$ cat config.mk
export PLATFORM = sky130hd
export DESIGN_NAME = chien_search
export DESIGN_NICKNAME = d
export VERILOG_FILES = /design/src/rtl/rs_pkg.sv /design/src/rtl/finite_field_multiplier_mastravito.sv /design/src/rtl/chien_search.sv
export SDC_FILE = /design/constraint.sdc
export NUM_CORES = 2
export LEC_CHECK = 0
export ABC_AREA = 1
export CAP_MARGIN = 10
export CELL_PAD_IN_SITES_DETAIL_PLACEMENT = 0
export CELL_PAD_IN_SITES_GLOBAL_PLACEMENT = 1
export CORE_AREA = 5 5 355 532
export CTS_CLUSTER_DIAMETER = 60
export DETAILED_ROUTE_END_ITERATION = 8
export DIE_AREA = 0 0 360 537
export PLACE_DENSITY_LB_ADDON = 0.12
export SLEW_MARGIN = 20
export SYNTH_ARGS = -nofsm -noshare
export SYNTH_HDL_FRONTEND = slang
export SYNTH_HIERARCHICAL = 1
export SYNTH_SLANG_ARGS = --single-unit
$ cat constraint.sdc
create_clock -name clk -period 4.7 [get_ports clk]
set_input_delay 1.41 -clock clk [delete_from_list [all_inputs] [get_ports clk]]
set_output_delay 1.41 -clock clk [all_outputs]
set_load 0.02 [all_outputs]
$ cat src/rtl/rs_pkg.sv
// Shared Reed-Solomon definitions: GF(2^8) constants, stage FSM encoding,
// default correction capacity.
package rs_pkg;

  localparam logic [7:0] GF_ALPHA           = 8'h02;
  localparam int         GF_ORDER           = 255;
  localparam int         DEFAULT_MAX_ERRORS = 16;

  typedef enum logic [1:0] {
    ST_IDLE,
    ST_INIT,
    ST_SCAN,
    ST_DONE
  } chien_state_e;

endpackage

$ cat src/rtl/finite_field_multiplier_mastravito.sv
// Combinational GF(2^8) Mastrovito multiplier; row i of reduction_matrix
// (bits [8*i +: 8]) holds x^(8+i) reduced by the field polynomial.
module finite_field_multiplier_mastravito (
  input  logic [7:0]  a,
  input  logic [7:0]  b,
  input  logic [55:0] reduction_matrix,
  output logic [7:0]  product
);

  logic [14:0] raw;

  always_comb begin
    raw = '0;
    for (int unsigned i = 0; i < 8; i++) begin
      raw = raw ^ ({7'b0, b & {8{a[i]}}} << i);
    end
    product = raw[7:0];
    for (int unsigned i = 0; i < 7; i++) begin
      if (raw[8 + i]) begin
        product = product ^ reduction_matrix[8*i +: 8];
      end
    end
  end

endmodule

$ cat src/rtl/chien_search.sv
// Chien search over all 255 nonzero GF(2^8) elements for the roots of the
// error-locator polynomial. Optional early exit: CHIEN_EARLY_EXIT_EN.
module chien_search
  import rs_pkg::*;
#(
  parameter int MAX_ERRORS = DEFAULT_MAX_ERRORS
) (
  input  logic                          clk,
  input  logic                          rst,
  input  logic                          start,
  input  logic [8*MAX_ERRORS-1:0]       error_locator_flat,
  input  logic [56:0]                   reduction_matrix,
  output logic                          busy,
  output logic                          done,
  output logic [8*MAX_ERRORS-1:0]       roots_flat,
  output logic [$clog2(MAX_ERRORS):0]   root_count,
  output logic                          fail
);

  localparam int         RCW       = $clog2(MAX_ERRORS) + 1;
  localparam logic [8:0] INIT_LAST = 9'(MAX_ERRORS - 1);
  localparam logic [8:0] SCAN_LAST = 9'(GF_ORDER);

  chien_state_e   state, state_next;
  logic [7:0]     t      [MAX_ERRORS];
  logic [7:0]     t_next [MAX_ERRORS];
  logic [7:0]     c      [MAX_ERRORS];
  logic [7:0]     roots  [MAX_ERRORS];
  logic [7:0]     x, x_next;
  logic [7:0]     c_run, c_run_next;
  logic [8:0]     cnt;
  logic [RCW-1:0] degree, deg_comb;
  logic           any_nz_comb;
  logic           lam0_zero, all_zero;
  logic [7:0]     sum;
  logic           is_root, accept, scan_final, early_exit;
  logic [55:0]    rmat;
  logic           unused_rmat_bit;

  assign rmat            = reduction_matrix[55:0];
  assign unused_rmat_bit = reduction_matrix[56];

  for (genvar k = 0; k < MAX_ERRORS; k++) begin : g_term
    finite_field_multiplier_mastravito u_term_mul (
      .a                (t[k]),
      .b                (c[k]),
      .reduction_matrix (rmat),
      .product          (t_next[k])
    );
  end

  finite_field_multiplier_mastravito u_x_mul (
    .a                (x),
    .b                (GF_ALPHA),
    .reduction_matrix (rmat),
    .product          (x_next)
  );

  finite_field_multiplier_mastravito u_const_mul (
    .a                (c_run),
    .b                (GF_ALPHA),
    .reduction_matrix (rmat),
    .product          (c_run_next)
  );

  always_comb begin
    sum         = '0;
    deg_comb    = '0;
    any_nz_comb = 1'b0;
    for (int unsigned k = 0; k < MAX_ERRORS; k++) begin
      sum = sum ^ t[k];
      if (t[k] != 8'h00) begin
        deg_comb    = RCW'(k);
        any_nz_comb = 1'b1;
      end
    end
  end

  assign is_root = (sum == 8'h00);

`ifdef CHIEN_EARLY_EXIT_EN
  assign early_exit = (degree != '0) && (root_count == degree);
`else
  assign early_exit = 1'b0;
`endif

  always_comb begin
    roots_flat = '0;
    for (int unsigned k = 0; k < MAX_ERRORS; k++) begin
      roots_flat[8*k +: 8] = roots[k];
    end
  end

  always_ff @(posedge clk or negedge rst) begin
    if (!rst) state <= ST_IDLE;
    else      state <= state_next;
  end

  // The extra SCAN cycle at cnt==255 evaluates fail from the registered
  // root_count, so the last candidate's root is already counted.
  always_comb begin
    state_next = state;
    accept     = 1'b0;
    scan_final = 1'b0;
    case (state)
      ST_IDLE, ST_DONE: begin
        if (start) begin
          accept     = 1'b1;
          state_next = ST_INIT;
        end
      end
      ST_INIT: begin
        if (cnt == INIT_LAST) state_next = ST_SCAN;
      end
      ST_SCAN: begin
        scan_final = (cnt == SCAN_LAST) || early_exit;
        if (scan_final) state_next = ST_DONE;
      end
      default: state_next = ST_IDLE;
    endcase
  end

  assign busy = (state == ST_INIT) || (state == ST_SCAN);
  assign done = (state == ST_DONE);

  always_ff @(posedge clk or negedge rst) begin
    if (!rst) begin
      for (int unsigned k = 0; k < MAX_ERRORS; k++) begin
        t[k]     <= '0;
        c[k]     <= '0;
        roots[k] <= '0;
      end
      x          <= '0;
      c_run      <= '0;
      cnt        <= '0;
      degree     <= '0;
      lam0_zero  <= 1'b0;
      all_zero   <= 1'b0;
      root_count <= '0;
      fail       <= 1'b0;
    end else if (accept) begin
      for (int unsigned k = 0; k < MAX_ERRORS; k++) begin
        t[k]     <= error_locator_flat[8*k +: 8];
        c[k]     <= '0;
        roots[k] <= '0;
      end
      x          <= 8'h01;
      c_run      <= 8'h01;
      cnt        <= '0;
      degree     <= '0;
      lam0_zero  <= (error_locator_flat[7:0] == 8'h00);
      all_zero   <= 1'b0;
      root_count <= '0;
      fail       <= 1'b0;
    end else if (state == ST_INIT) begin
      // Constants enter at the top and shift down: after MAX_ERRORS cycles
      // c[k] holds alpha^k.
      for (int unsigned k = 0; k + 1 < MAX_ERRORS; k++) begin
        c[k] <= c[k + 1];
      end
      c[MAX_ERRORS - 1] <= c_run;
      c_run    <= c_run_next;
      degree   <= deg_comb;
      all_zero <= !any_nz_comb;
      cnt      <= (cnt == INIT_LAST) ? '0 : cnt + 9'd1;
    end else if (state == ST_SCAN) begin
      if (scan_final) begin
        if (lam0_zero || all_zero || (root_count != degree)) fail <= 1'b1;
      end else begin
        if (is_root) begin
          if (root_count == RCW'(MAX_ERRORS)) begin
            fail <= 1'b1;
          end else begin
            for (int unsigned r = 0; r < MAX_ERRORS; r++) begin
              if (root_count == RCW'(r)) roots[r] <= x;
            end
            root_count <= root_count + RCW'(1);
          end
        end
        for (int unsigned k = 0; k < MAX_ERRORS; k++) begin
          t[k] <= t_next[k];
        end
        x   <= x_next;
        cnt <= cnt + 9'd1;
      end
    end
  end

endmodule
==> flow_summary.ini <==
[drt]
dr.first_iter.drc_count = 6575
top_layer_used = met5
wl_met3_um = 22000
routed_via_density = 5.17
met1_length_um = 124000
totalWireLength_um = 306000
dr.pass1.iters = 8
drc = 0
vias = 74900
postRouteAntennaNets = 0
route.met2.wl_um = 139000
wire_per_inst_um = 21.1

[pwr]
intPower_mw = 15.7
p_leak_nw = 41.9
powerDensity_nw_per_um2 = 527
swShare_pct = 58.0
power.switching_mw = 21.7
ir_worst_vdd_v = 0.000440
combPwrFrac_pct = 65.5
p_seq_share_pct = 20.9
pwr-share-clk_pct = 13.5

[worst_setup_path]
crit_path_cell_trace = inv_1 > nand2_1 > nand2_1 > nand2_1 > nand2_1 > nand2_1 > nand2_1 > nand2_1 > inv_1 > nor2_1 > nand4_2 > o21bai_4 > buf_12 > nand3_1 > nand2_1 > nand2_1
critPathMostFrequentCell = nand2_1
cp.arrival_ns = 4.28
cp_slowest_stage_delay_ns = 0.71
required_ns = 5.28
slowest_stage = dfrtp_1
critPathLaunchType = register
path_class = register to register
critPathMaxFanout = 23
end_kind = register

[sta]
rsz0062_at_grt = no
setup_viol = 0
setup_tns_ns = 0
worstMarginPinSlew_ns = 1.07
drv_slew = 0
fin_skew_ns = 0.0242
finalCritPeriodShare_pct = 78.8
max-slew-margin-rel_pct = 28.8
max_freq_ghz = 0.270
finalHoldViolCount = 0
period_needed_ns = 3.70
holdWs_ns = 0.469

[synthesis]
syn_area_um2 = 63900
async_reset_ff_share_pct = 100
yosys.area.top_type = nand2_1
synth.top_cell.area_share_pct = 33.6
synth_edf_count = 0
syn_inst = 11900
yosys-top-cells-area = nand2_1, dfrtp_1, nand3_1
synth-main-ff-cell = dfrtp_1
ys_seq_area_share_pct = 16.6
ys_ff_latch = 423
yosys_warnings = 6
synth_cell_types = 51
syn_avg_cell_area_um2 = 5.38

[global_route]
grt_overflow = 0
grt_pass1_vias = 67900
track_usage_pct = 30.3
grt_max_degree = 133
grt_pass1_wl_um = 440000
antenna_found_initial = 17

[floorplanning]
coreArea_um2 = 184000
die_height_um = 537
start_util_pct = 34.8
die_w_um = 360
die-area_um2 = 193000
ios = 324
rows = 193

[clock_network]
clock-sinks = 423
h-tree-depth = 2
tritoncts = done
cts-resized-gates = 0
cts_made_buffers = 61
insertion_delay_ns = 0.69
hold_buffers = 0
clk_pin_slew_worst_paths_ns = 0.06
post-cts-setup-buffers = 0
cts_max_path_buffers = 3
cts-root-buf = clkbuf_16

[placement]
hpwl_um = 226000
gp_congestion = 0.931
portBuffers = 322
place_inst = 14400
placed_area_um2 = 68800

[run]
timing.max_cap.violations = 0

[min_path]
hold_path.class = register to register

[layout]
drive_gt1_share_pct = 7.09
syn2layout_area_growth_pct = 11.1
fin_cells = 14500
fin_util_pct = 38.7
nets = 12200
stdcell_area_um2 = 71000

[status]
outcome = finished clean
## cells in the mapped netlist (all sizes together), types with 2 or more instances
cell and count:
and2 18, inv 1771, conb 2, o211ai 2, a31oi 127, nand3b 109
buf 369, xor2 323, nor4 23, nand3 1398, or2 26, nor2 466
clkinv 2, nand2 5865, o21ai 93, o22ai 123, xnor3 18, nand4 198
a21oi 9, o21bai 2, dfrtp 423, ha 11, xnor2 365, nor3 12
clkbuf 114
## power groups by stage
stage               Combinational (mW)  Clock [mW]  Sequential (mW)
global placement                  23.8           0             7.84
global route                      27.1        5.30             7.97
floorplan                         17.4           0             6.44
CTS                               24.2        5.17             7.78
detailed placement                24.1           0             7.85
finish                            24.5        5.07             7.84
## placed cells by master, fill, tap and decap left out, drive strengths merged
master	n
xnor3	18
ha	11
xor2	323
o211ai	2
o31ai	1
inv	1792
buf	254
o21a	1
nand2	5865
nand3b	109
nor4	23
clkinv	12
bufinv	8
nand4	198
nand3	1398
nor3	12
a21boi	1
o21ai	93
dfrtp	423
o2111ai	1
xnor2	365
o21bai	2
and2	18
a22o	1
clkbuf	70
a32o	1
a31oi	127
o22ai	123
nor2	466
or2	26
a2111oi	1
diode	8
conb	20
clkdlybuf4s50	265
clkinvlp	5
a21oi	9
## metal layers
metal  track usage, %  up-vias
met5                0        -
met4             17.3        4
met3             4.34      651
met2             51.0     2936
met1             37.2    34700
li1                 -    36600
## area by class of cell
class | instances | area [µm²]
Tap cell | 2437 | 3050
Multi-Input combinational cell | 9215 | 43600
Inverter | 1773 | 6670
Sequential cell | 423 | 10600
Clock inverter | 44 | 569
Antenna cell | 8 | 20.0
Clock buffer | 70 | 1610
Timing Repair Buffer | 519 | 4900
Fill cell | 20300 | 112000
## critical path: cells and delay by family (launching register included)
kind,cells,cell delay [ns]
and+or+nand+nor,12,1.80
DFF,1,0.71
AOI/OAI and AO/OA,1,0.64
buffers and inverters,3,0.41
## flip-flops by register name, summed over array words and instances (netlist names), 2 cells and up
signal      cells
cnt             9
c_run           8
roots_flat    128
root_count      5
x               8
state           2
t             128
degree          4
c             128
## final timing paths
kind / from / endpoint / slack, ns / cells after the start
min reg2reg: roots_flat[118] / roots_flat[118] / 0.47 / 2
max: t[112] / roots_flat[2] / 1.0 / 16
max reg2reg: t[112] / roots_flat[2] / 1.0 / 16
max in group asynchronous: rst / c[118] / 2.80 / 3
min in group asynchronous: rst / roots_flat[52] / 0.78 / 1
min: roots_flat[118] / roots_flat[118] / 0.47 / 2
## metrics by stage
stage,setup WS (ns),power (mW)
3_3_place_gp,0.670,31.6
3_5_place_dp,0.650,32.0
4_1_cts,0.987,37.1
6_report,0.996,37.4
2_1_floorplan,1.71,23.9
5_1_grt,0.681,40.3
## cell families after synthesis
group                    count (synthesis)  share of synthesized area, %
AND/OR/NAND/NOR                       8115                          53.8
buffers and inverters                 2256                          15.3
XOR/XNOR                               706                          10.7
flip-flops                             423                          16.6
AO/OA/AOI/OAI                          363                          3.43
adder cells (fa/ha/maj)                 11                         0.215
other                                    2                        0.0117
Note: power is estimated with default switching activity, not from simulation.
